==> src/rtl/seq_booth_multiplier.sv <==
// rtl/seq_booth_multiplier.sv - iterative radix-2 Booth multiplier, one step per clock
// Operands are extended to WIDTH+1 bits so one datapath serves signed and unsigned modes.
module seq_booth_multiplier #(
  parameter int WIDTH = 32
) (
  input  logic               clk,
  input  logic               rst_n,
  input  logic               start,
  input  logic               is_signed,
  input  logic [WIDTH-1:0]   in1,
  input  logic [WIDTH-1:0]   in2,
  output logic               ready,
  output logic               busy,
  output logic               done,
  output logic [2*WIDTH-1:0] out
);

  localparam int CW = $clog2(WIDTH + 1);
  localparam logic [CW-1:0] LAST_STEP = CW'(WIDTH);

  localparam logic [1:0] S_IDLE = 2'd0;
  localparam logic [1:0] S_RUN  = 2'd1;
  localparam logic [1:0] S_DONE = 2'd2;

  logic [1:0]         state_q, state_d;
  logic [WIDTH+1:0]   acc_q, acc_d;
  logic [WIDTH:0]     mplier_q, mplier_d;
  logic [WIDTH:0]     mcand_q, mcand_d;
  logic               guard_q, guard_d;
  logic [CW-1:0]      cnt_q, cnt_d;
  logic [2*WIDTH-1:0] out_q, out_d;

  logic [WIDTH+1:0]   mcand_ext;
  logic [WIDTH+1:0]   sum;
  logic [WIDTH+1:0]   acc_sh;
  logic [WIDTH:0]     mplier_sh;
  logic               accept;

  assign mcand_ext = {mcand_q[WIDTH], mcand_q};
  assign accept    = start && (state_q == S_IDLE || state_q == S_DONE);

  always_comb begin
    unique case ({mplier_q[0], guard_q})
      2'b01:   sum = acc_q + mcand_ext;
      2'b10:   sum = acc_q - mcand_ext;
      default: sum = acc_q;
    endcase
    // Arithmetic shift of the whole {acc, mplier, guard} chain.
    acc_sh    = {sum[WIDTH+1], sum[WIDTH+1:1]};
    mplier_sh = {sum[0], mplier_q[WIDTH:1]};
  end

  always_comb begin
    state_d  = state_q;
    acc_d    = acc_q;
    mplier_d = mplier_q;
    mcand_d  = mcand_q;
    guard_d  = guard_q;
    cnt_d    = cnt_q;
    out_d    = out_q;

    unique case (state_q)
      S_RUN: begin
        acc_d    = acc_sh;
        mplier_d = mplier_sh;
        guard_d  = mplier_q[0];
        cnt_d    = cnt_q + 1'b1;
        if (cnt_q == LAST_STEP) begin
          out_d   = {acc_sh[WIDTH-2:0], mplier_sh};
          state_d = S_DONE;
        end
      end
      S_DONE:  state_d = S_IDLE;
      default: state_d = S_IDLE;
    endcase

    if (accept) begin
      state_d  = S_RUN;
      acc_d    = '0;
      guard_d  = 1'b0;
      cnt_d    = '0;
      mcand_d  = is_signed ? {in1[WIDTH-1], in1} : {1'b0, in1};
      mplier_d = is_signed ? {in2[WIDTH-1], in2} : {1'b0, in2};
    end
  end

  always_ff @(posedge clk or negedge rst_n) begin
    if (!rst_n) begin
      state_q  <= S_IDLE;
      acc_q    <= '0;
      mplier_q <= '0;
      mcand_q  <= '0;
      guard_q  <= 1'b0;
      cnt_q    <= '0;
      out_q    <= '0;
    end else begin
      state_q  <= state_d;
      acc_q    <= acc_d;
      mplier_q <= mplier_d;
      mcand_q  <= mcand_d;
      guard_q  <= guard_d;
      cnt_q    <= cnt_d;
      out_q    <= out_d;
    end
  end

  assign ready = (state_q == S_IDLE) || (state_q == S_DONE);
  assign busy  = (state_q == S_RUN);
  assign done  = (state_q == S_DONE);
  assign out   = out_q;

endmodule

==> config.mk <==
export PLATFORM = sky130hd
export DESIGN_NAME = seq_booth_multiplier
export DESIGN_NICKNAME = d
export VERILOG_FILES = /design/src/rtl/seq_booth_multiplier.sv
export SDC_FILE = /design/constraint.sdc
export NUM_CORES = 1
export LEC_CHECK = 0
export ABC_AREA = 1
export CAP_MARGIN = 20
export CORE_MARGIN = 8
export CORE_UTILIZATION = 50
export DETAILED_ROUTE_END_ITERATION = 8
export DONT_BUFFER_PORTS = 1
export SYNTH_ARGS = -nofsm -noshare
export SYNTH_HDL_FRONTEND = slang
export SYNTH_SLANG_ARGS = --single-unit
==> constraint.sdc <==
create_clock -name clk -period 4 [get_ports clk]
set_input_delay 1.2 -clock clk [delete_from_list [all_inputs] [get_ports clk]]
set_output_delay 1.2 -clock clk [all_outputs]
set_load 0.005 [all_outputs]
=== Word-level counts from Yosys, hierarchy flattened ===
Index checks and enable logic that the tools add are counted.

* Register bits after elaboration: 173
* Input bits: 68
* Logic and storage cells: 35

* Add/sub/neg operators: 3
* Equality and inequality tests: 6
* Muxes and demuxes: 14
* Reductions and logical operators: 5

{| class="wikitable"
|+ Operator list
! kind !! number
|-
| $mux W33 || 4
|-
| $mux W34 || 2
|-
| $pmux W34 S2 || 1
|-
| $add A34 B34 Y34 || 1
|-
| $sub A34 B34 Y34 || 1
|-
| $mux W6 || 2
|-
| $add A6 B1 Y6 const B || 1
|-
| $eq A6 B6 Y1 const B || 1
|-
| $mux W2 || 3
|-
| $eq A2 B1 Y1 const B || 2
|-
| $eq A2 B2 Y1 const B || 2
|-
| $ne A3 B1 Y1 const B || 1
|-
| $logic_not A2 Y1 || 1
|-
| $mux W1 || 2
|-
| $reduce_and A2 Y1 || 1
|-
| $reduce_bool A2 Y1 || 1
|-
| $logic_and A1 B1 Y1 || 1
|-
| $logic_or A1 B1 Y1 || 1
|}

=== Depth between registers and ports, before layout ===
* Word-level depth: 4
* Gate-level depth with buffers: 24
* Gate-level depth less buffers: 24

=== Worst setup path before layout ===
No wires, ideal clock.

* Path type: register to register
* Start: register mcand_q[0]
* End: register acc_q[32]
* Setup time: 121 ps
* Arrival time: 2699 ps
* Slack: 1180 ps
* Cell stages (with the launch flop): 19
* Buffers on the path: 0
* Cell sequence: dfrtp_1 inv_1 ha_1 nand3_2 nor3_4 nand2_2 o31ai_2 nand2_1 xor2_1 ha_1 nand2_1 nor2_2 nand2_1 nor3_1 nand3_1 nand3_1 nand3_1 nand3_1 nand2_1

* Cells in the longest elaborated chain, start to end: 4
* Elaborated cells on any way between the ends: 5
* Those cells by class: 2 x add/sub; 3 x mux

{| class="wikitable"
|+ Ends and longest elaborated chain
! item !! RTL line !! text
|-
| start: declaration || 28 || <nowiki>logic [WIDTH:0] mcand_q, mcand_d;</nowiki>
|-
| start signal: assignment || 100 || <nowiki>mcand_q <= mcand_d;</nowiki>
|-
| $sub A34 B34 Y34 or $add A34 B34 Y34 (tied branches) || 45, 44 ||
|-
| $pmux W34 S2 (*) || 43 || <nowiki>unique case ({mplier_q[0], guard_q})</nowiki>
|-
| $mux W34 (*) || 62 || <nowiki>unique case (state_q)</nowiki>
|-
| $mux W34 (*) || 77 || <nowiki>if (accept) begin</nowiki>
|-
| end signal: assignment || 90 || <nowiki>acc_q <= '0;</nowiki>
|-
| end signal: assignment || 98 || <nowiki>acc_q <= acc_d;</nowiki>
|-
| end: declaration || 26 || <nowiki>logic [WIDTH+1:0] acc_q, acc_d;</nowiki>
|}

Mark *: on every way between the ends. The rest lies on a longest branch, timed or not. The select of a mux whose other input is x is not followed.
A chain may end at the register's enable or synchronous reset.

=== Worst setup path after layout ===
* Start: register mcand_q[20]
* End: register out_q[63], in the netlist out[63]

* Cells in the longest elaborated chain, start to end: 2
* Elaborated cells on any way between the ends: 3
* Those cells by class: 2 x add/sub; 1 x mux

{| class="wikitable"
|+ Ends and longest elaborated chain
! item !! RTL line !! text
|-
| $sub A34 B34 Y34 or $add A34 B34 Y34 (tied branches) || 45, 44 ||
|-
| $pmux W34 S2 (*) || 43 ||
|-
| end signal: assignment || 103 || <nowiki>out_q <= out_d;</nowiki>
|-
| end: declaration || 31 || <nowiki>logic [2*WIDTH-1:0] out_q, out_d;</nowiki>
|}

Mark *: on every way between the ends. The rest lies on a longest branch, timed or not.

==> flow_metrics.env <==
export IMPL_status="finished, final reports clean"
export IMPL_fmax_mhz=278
export IMPL_clock_tree_buf_depth=2
export IMPL_grt_pass1_wl_mm=49.1
export IMPL_detailed_route_drc_error_count=0
export IMPL_critical_path_top_cell_by_count="sky130_fd_sc_hd__nand2_1"
export IMPL_synth_warnings=0
export IMPL_setup_worst_path_start_class="register"
export IMPL_seq_area_frac_synth=0.404
export IMPL_antenna_violating_nets_post_route=0
export IMPL_synth_edf_count=0
export IMPL_place_gp_congestion=0.957
export IMPL_die_height_microns=162
export IMPL_number_of_design_rule_violations_left_by_the_first_detailed_router_iteration=632
export IMPL_cts_post_setup_buffers_inserted=0
export IMPL_crit_path_cell_trace="nor2_1 -> nand3_1 -> nor4_1 -> nand3_1 -> nand2_1 -> nand2_1 -> nand2_1 -> o21ai_1 -> ha_1 -> nand2_1 -> nor2_1 -> inv_1 -> nor3_2 -> and2_1 -> nand2_1 -> nand3_1 -> nand3_1 -> nand3_1 -> nand2_1"
export IMPL_timing_final_setup_violations=0
export IMPL_most_numerous_cell_in_the_yosys_netlist="sky130_fd_sc_hd__nand2_1"
export IMPL_clk_insertion_delay_late_ps=440
export IMPL_timing_final_hold_violations=0
export IMPL_timing_setup_tns_ps=0
export IMPL_area_of_the_core_sq_um=21000
export IMPL_cts_resized_gates=0
export IMPL_die_area_sq_um=26300
export IMPL_globalRouteOverflowTotal=0
export IMPL_synthTopCellsByCount="sky130_fd_sc_hd__nand2_1 (526), sky130_fd_sc_hd__inv_1 (223), sky130_fd_sc_hd__dfrtp_1 (172)"
export IMPL_floorplan_initialDensity=0.509
export IMPL_vias=9369
export IMPL_critPathArrivalTime_ps=3930
export IMPL_via_per_inst=5.26
export IMPL_ys_async_sr_fraction=1.00
export IMPL_min_delay_path_class="primary input to async pin"
export IMPL_nets=1600
export IMPL_clkTransAtPathRegs_ps=80
export IMPL_path_class="register to register"
export IMPL_relSlewSlack=0.310
export IMPL_timing_critical_path_slowest_cell_delay_ps=480
export IMPL_drv_slew=0
export IMPL_cts_tree="built"
export IMPL_final_fill_count=2109
export IMPL_initial_antenna_violation_count=0
export IMPL_n_antenna_cell=0
export IMPL_clockRootBuffer="sky130_fd_sc_hd__clkbuf_16"
export IMPL_maxCapViolations=0
export IMPL_finalWorstPathRequiredPeriod_ps=3600
export IMPL_grt_setup_unrepaired="no"
export IMPL_timing_critical_path_slowest_stage_cell="sky130_fd_sc_hd__nor4_1"
export IMPL_cp_endpoint_kind="register"
export IMPL_num_io_pins=135
export IMPL_critical_path_peak_fanout=5
export IMPL_post_synth_top_area_fraction=0.404
export IMPL_worstMarginPinSlew_ps=1040
export IMPL_cts_hold_fix_bufs=0
export IMPL_route_final_wire_length_mm=31.0
export IMPL_fraction_of_final_layout_cells_sized_beyond_drive_strength_1=0.0796
export IMPL_fin_skew_ps=18.1
export IMPL_io_buffer_count=0
export IMPL_final_min_period_over_clock_period=0.899
export IMPL_die_w_microns=162
export IMPL_numClockSinks=172
export IMPL_ys_dominant_reg_cell="sky130_fd_sc_hd__dfrtp_1"
export IMPL_grt_total_usage=0.237
export IMPL_htree_num_levels=4
export IMPL_grt_start_max_net_pins=173
export IMPL_syn_std_cell_area_sq_um=10700
export IMPL_synthDistinctLibCells=42
export IMPL_drt_pass1_iterations=5
export IMPL_tritoncts_num_buffers=17
export IMPL_syn_area_per_cell_sq_um=7.07
export IMPL_flop_and_latch_count_out_of_synthesis=172
export IMPL_dp_hpwl_mm=23.2
export IMPL_ys_top_cells_by_area="sky130_fd_sc_hd__dfrtp_1 (40%), sky130_fd_sc_hd__nand2_1 (19%), sky130_fd_sc_hd__inv_1 (7.8%)"
export IMPL_postSynthCellCount=1509
export IMPL_layout_area_overhead_vs_synth_pct=8.37
export IMPL_grt_pass1_vias=8902
export IMPL_total_nets_after_synthesis=1615
export IMPL_routed_wire_length_per_instance_microns=17.4
export IMPL_rows=53
export IMPL_netlist_top_cell_by_area="sky130_fd_sc_hd__dfrtp_1"
export IMPL_required_time_of_the_worst_setup_path_ps=4340
## worst paths after layout
check                                   startpoint                   to  slack (ps)  cells after the start
max in group asynchronous                    rst_n  out[54]$_DFFE_PN0P_        3340                      0
setup reg to reg           mcand_q[20]$_DFFE_PN0P_  out[63]$_DFFE_PN0P_         400                     19
setup / recovery           mcand_q[20]$_DFFE_PN0P_  out[63]$_DFFE_PN0P_         400                     19
min in group clk               out[58]$_DFFE_PN0P_  out[58]$_DFFE_PN0P_         510                      2
hold / removal                               rst_n   out[8]$_DFFE_PN0P_         440                      0
hold reg to reg                out[58]$_DFFE_PN0P_  out[58]$_DFFE_PN0P_         510                      2
## logic make-up (layout without fill, tap and decap cells)
family                   count (synthesis)  after routing  synth area share
AND/OR/NAND/NOR                        782            782             0.313
buffers and inverters                  285            283             0.102
AO/OA/AOI/OAI                          199            199             0.109
flip-flops                             172            172             0.404
adder cells (fa/ha/maj)                 38             38            0.0453
XOR/XNOR                                33             33            0.0271
## through the flow
step                area, sq um  hold WS (ps)   util  cells  setup slack, ps
floorplan                 10700           469      -   1509             1180
global placement          10900           497  0.522   1749              399
detailed placement        10900           496  0.522   1749              493
CTS                       11500           430  0.550   1781              467
global route              11600           422  0.551   1782             68.1
finish                    11600           440  0.551   1782              402
## registers in the layout, indices dropped and copies added (netlist names)
register and flops:
out 64, acc_q 33, mcand_q 33, mplier_q 33, cnt_q 6, state_q 2, guard_q 1
## worst max-delay path, delay by kind of cell, from the launching register on
family | cells | cell delay [ps]
AO/OA/AOI/OAI | 1 | 180
adder cells (fa/ha/maj) | 1 | 440
buffers and inverters | 1 | 100
flip-flops | 1 | 420
AND/OR/NAND/NOR | 16 | 2340
## metal layers
| layer | global-route usage | up-vias | share of wire |
|---|---|---|---|
| li1 | - | 4729 | - |
| met1 | 0.341 | 4378 | 0.49 |
| met2 | 0.363 | 228 | 0.44 |
| met3 | 0.0428 | 34 | 0.054 |
| met4 | 0.0593 | 0 | 0.016 |
| met5 | 0 | - | 0 |
## cells in the final DEF, fill, tap and decap left out, drive strengths merged, types with 5 or more instances in the layout
cell,count
clkbuf,18
xor2,25
o21bai,5
nor2,80
inv,245
nand3,114
ha,37
a21oi,35
nand2,544
nand4,13
o21ai,116
or2,11
nor4,5
nor3,12
clkinv,5
buf,15
o211ai,16
o22ai,6
xnor2,8
dfrtp,172
o221ai,16
## final cells by class
cell class              count  area (sq um)  area share
repair buffers             15           145      0.0126
clock inverters            14           168      0.0145
clock buffers              18           429      0.0371
well taps                 275           344      0.0298
inverters                 236           886      0.0767
multi-input cells        1052          5280       0.457
flip-flops and latches    172          4300       0.372
Power is left out: the tool's default activity adds up to more than one toggle a clock period on the data nets, which glitch-free logic cannot reach.
==> RTL edit 1: new RTL, config.mk and constraints unchanged <==
Reset style: synchronous (`rst_n`), changed in one clocked block.
--- a/src/rtl/seq_booth_multiplier.sv
+++ b/src/rtl/seq_booth_multiplier.sv
@@ -84,7 +84,7 @@
     end
   end
 
-  always_ff @(posedge clk or negedge rst_n) begin
+  always_ff @(posedge clk) begin
     if (!rst_n) begin
       state_q  <= S_IDLE;
       acc_q    <= '0;
Function: differs if rst_n is asserted again (counterexample within 4 cycles, from zero or initial values and one cycle with rst_n low); with rst_n held inactive, the same outputs for 10 cycles.
==> RTL edit 1 against the original RTL <==
  * Die area is 6.2% lower
  * Setup slack worse by 17 ps
  * Final area is 7.4% lower
  * First-iteration DRC count is 11% lower
  * Count of clock-buffer cells in the layout stayed put
  * Via count is 0.88% higher
  * Clock skew is 5.5 ps lower
  * Wire length is 4.1% lower
  * Sequential cell count stayed put
  * Area after synthesis is 6.8% lower
  * Sequential share of layout area is 5.1 points lower
  * Critical endpoint is now out[58]$_SDFFE_PN0P_
Power is left out: it rests on default switching activity, and per cell area and clock period it moved more than threefold.
==> RTL edit 1: results (changes against the original RTL) <==
final_layout:
  drive_above_1_share_pct: 4.958  # was 7.963%
  final_core_util_pct: 55.00  # was 55.15%
  clk_share_pct: 5.388  # was 5.165%
  layout.nonclk_buf_share_pct: 1.239  # was 1.256%
  multi_input_area_um2: 5508  # was 5280 µm²
  inv_count: 190  # was 236
  seq_cell_count: 172  # unchanged
  fillers: 2009  # was 2109
  seq_area_share_pct: 32.16  # was 37.25%
route:
  vias: 9451  # was 9369
  wl_um: 29740  # was 31010 µm
  met2_length_um: 13850  # was 13740 µm
  wl_met1_um: 12990  # was 15090 µm
  vias_per_cell: 5.256  # was 5.258
  wl_met3_um: 1723  # was 1684 µm
  drt_iter0_drc: 560  # was 632
place:
  routabilityCongestion: 0.9626  # was 0.9567
  place_ws_ps: 429.5  # was 492.5 ps
  placed_cell_area_um2: 10130  # was 10930 µm²
  post-place-cells: 1766  # was 1749
  post-dp-hpwl_um: 22350  # was 23220 µm
critical_path:
  reg2regPathDepth: 22  # was 19
  r2r_setup_slack_ps: 390  # was 400 ps
  max_stage_delay_ps: 410  # was 480 ps
  crit_slowest_cell: "ha_1"  # was nor4_1
  worstPathArrival_ps: 3960  # was 3930 ps
  critPathCapture: "out[58]$_SDFFE_PN0P_"  # was out[63]$_DFFE_PN0P_
global_route:
  grt_pass1_vias: 9212  # was 8902
  grt_use_met2_pct: 40.46  # was 36.31%
  met3_usage_pct: 5.813  # was 4.277%
  grt_max_degree: 91  # was 173
  grtUsageMet1_pct: 29.57  # was 34.13%
timing:
  post-route-period-util_pct: 90.36  # was 89.94%
  fin_skew_ps: 12.60  # was 18.11 ps
logic_synthesis:
  async_flop_share_pct: 0  # was 100.0%
  synthAdderAreaFrac_pct: 4.860  # was 4.529%
  synth_compound_area_share_pct: 13.18  # was 10.88%
  ys_seq_area_share_pct: 34.65  # was 40.36%
  syn_nets: 1657  # was 1615
  yosys-top-cells-count: "nand2_1, inv_1, dfxtp_1"  # was nand2_1, inv_1, dfrtp_1
  synth_xor_area_share_pct: 3.173  # was 2.710%
run_status:
  outcome: "completed"  # unchanged
floorplan:
  dieWidth_um: 157.0  # was 162.0 µm
RTL edit 1: cell types whose count changed after synthesis, moves of 12 or more:
cell and change:
dfrtp_1 -172, dfxtp_1 +172, nor2_1 +92, nand2_1 -56
a21oi_1 +50, a31oi_1 +43, inv_1 -41, o21ai_0 -20
nand2_2 -17, o221ai_1 -16, nand3_1 +14, o211ai_1 -12
RTL edit 1: worst min path at each step:
stage	start	end	slack, ps	cells after the start
3_3_place_gp	guard_q$_SDFFE_PP0P_	guard_q$_SDFFE_PP0P_	440	2
4_1_cts	mplier_q[32]$_SDFFE_PN0P_	out[31]$_SDFFE_PN0P_	460	2
3_5_place_dp	mplier_q[24]$_SDFFE_PN0P_	out[23]$_SDFFE_PN0P_	450	2
2_1_floorplan	guard_q$_SDFFE_PP0P_	guard_q$_SDFFE_PP0P_	430	2
5_1_grt	mplier_q[32]$_SDFFE_PN0P_	out[31]$_SDFFE_PN0P_	470	2
6_report	mplier_q[32]$_SDFFE_PN0P_	out[31]$_SDFFE_PN0P_	460	2
==> RTL edit 2: new RTL, config.mk and constraints unchanged <==
Without the edit above. Change the parameter `WIDTH` from 32 to 64.
--- a/src/rtl/seq_booth_multiplier.sv
+++ b/src/rtl/seq_booth_multiplier.sv
@@ -1,7 +1,7 @@
 // rtl/seq_booth_multiplier.sv - iterative radix-2 Booth multiplier, one step per clock
 // Operands are extended to WIDTH+1 bits so one datapath serves signed and unsigned modes.
 module seq_booth_multiplier #(
-  parameter int WIDTH = 32
+  parameter int WIDTH = 64
 ) (
   input  logic               clk,
   input  logic               rst_n,
Interface: changed (resized in1, in2 and out); port bits go from 135 to 263. The function was not compared with the original's and may differ.
==> RTL edit 2 against the original RTL <==
  * Setup slack worse by 320 ps
  * Final area up 120%
  * Non-clock buffer count grew 151
  * Area after synthesis rose by 100%
  * Sequential share of layout area down 3.7 points
  * Clock skew decreased by 4.1 ps
  * Wire length increased to 2.6 times the old value
  * First-iteration DRC count rose to 2.6 times the old value
  * Count of clock-buffer cells in the layout increased by 34
  * Final cell count up 120%
  * Global-route usage rose by 7.7 points
  * Sequential cell count increased by 161
  * Largest cell class unchanged
==> RTL edit 2: results (changes against the original RTL) <==
run_status:
  outcome: "completed"  # unchanged
route:
  drt_iter0_drc: 1658  # was 632
  vias_per_cell: 5.520  # was 5.258
  vias: 21180  # was 9369
  drt-wirelength-per-cell_um: 20.97  # was 17.40 µm
final_layout:
  largest_register_ffs: 128  # was 64
  drive_above_1_share_pct: 13.19  # was 7.963%
  nets: 3470  # was 1600
logic_synthesis:
  synthTopCellsByArea: "dfrtp_1, nand2_1, inv_1, o21ai_0, nand3_1"  # was dfrtp_1, nand2_1, inv_1, nand3_1, o21ai_0
  ys_seq_area_share_pct: 38.86  # was 40.36%
  ys_types: 47  # was 42
global_route:
  gr-usage-all-layers_pct: 31.46  # was 23.74%
  grt_pass1_wl_um: 121600  # was 49130 µm
timing:
  max_slew_margin_pct: 44.15  # was 30.96%
  holdWs_ps: 343.8  # was 439.7 ps
  fin_skew_ps: 14.02  # was 18.11 ps
critical_path:
  crit_slowest_cell: "ha_2"  # was nor4_1
  r2r_setup_slack_ps: 80  # was 400 ps
  max_stage_delay_ps: 430  # was 480 ps
place:
  post-dp-hpwl_um: 62490  # was 23220 µm
  post-place-cells: 3760  # was 1749
  routabilityCongestion: 1.025  # was 0.9567
  place_ws_ps: -229.7  # was 492.5 ps
clock_tree:
  cts_max_path_buffers: 3  # was 2
  clk_latency_ps: 560  # was 440 ps
  clk_pin_slew_worst_paths_ps: 60  # was 80 ps
## RTL edit 2: worst max-delay path, delay by kind of cell, from the launching register on
kind	cells	cell delay, ps
AOI/OAI and AO/OA	3	580
xor gates and xnor gates	1	220
adders and majority gates	2	620
buffers and inverters	3	310
DFF	1	400
and+or+nand+nor	12	1660
## RTL edit 2: how the worst max path moves through the flow
| stage | to | depth (start not counted) |
|---|---|---|
| 6_report | out[98]$_DFFE_PN0P_ | 21 |
| 2_1_floorplan | acc_q[36]$_DFFE_PN0P_ | 21 |
| 3_5_place_dp | acc_q[52]$_DFFE_PN0P_ | 24 |
| 5_1_grt | out[120]$_DFFE_PN0P_ | 24 |
| 4_1_cts | out[106]$_DFFE_PN0P_ | 23 |
| 3_3_place_gp | out[116]$_DFFE_PN0P_ | 23 |
## RTL edit 2: what timing repair did
item,4_1_cts,5_1_grt
gates cloned,0,0
resized for setup,11,159
setup endpoints to repair,32,77
buffers inserted,0,14
pin swaps,0,23
## RTL edit 2: layer usage
metal | wire (µm) | GRT usage [%]
met3 | 6551 | 6.697
met2 | 36450 | 50.04
met5 | 0 | 0
met4 | 2779 | 11.11
met1 | 34650 | 42.06
## RTL edit 2: cell type report
cell class,instances,area (µm²),area share [%]
clock buffer,52,1064,4.277
clock inverter,10,138.9,0.5586
inverter,481,1813,7.292
multi-input combinational,2248,11510,46.28
sequential,333,8337,33.53
tap,546,683.2,2.748
timing repair buffer,166,1321,5.314
## RTL edit 2: logic make-up after synthesis
| group | share of synthesized area [%] |
|---|---|
| AO/OA/AOI/OAI | 11.23 |
| XOR/XNOR | 3.186 |
| adder cells (fa/ha/maj) | 4.119 |
| buffers and inverters | 10.27 |
| flip-flops | 38.86 |
| multiplexers | 0.1400 |
| AND/OR/NAND/NOR | 32.20 |
## RTL edit 2: through the flow
stage          power, µW  TNS, ps  instance area (µm²)
4_1_cts            13710        0                24200
3_3_place_gp       10140    -4980                22960
2_1_floorplan       8004        0                21440
5_1_grt            15000   -561.8                24860
3_5_place_dp       10210    -2481                22960
6_report           14130        0                24860
## RTL edit 2: where the power goes
part           internal, µW  switching (µW)
sequential             3830             389
clock                  1990            1460
combinational          2180            4280
total                  8010            6130
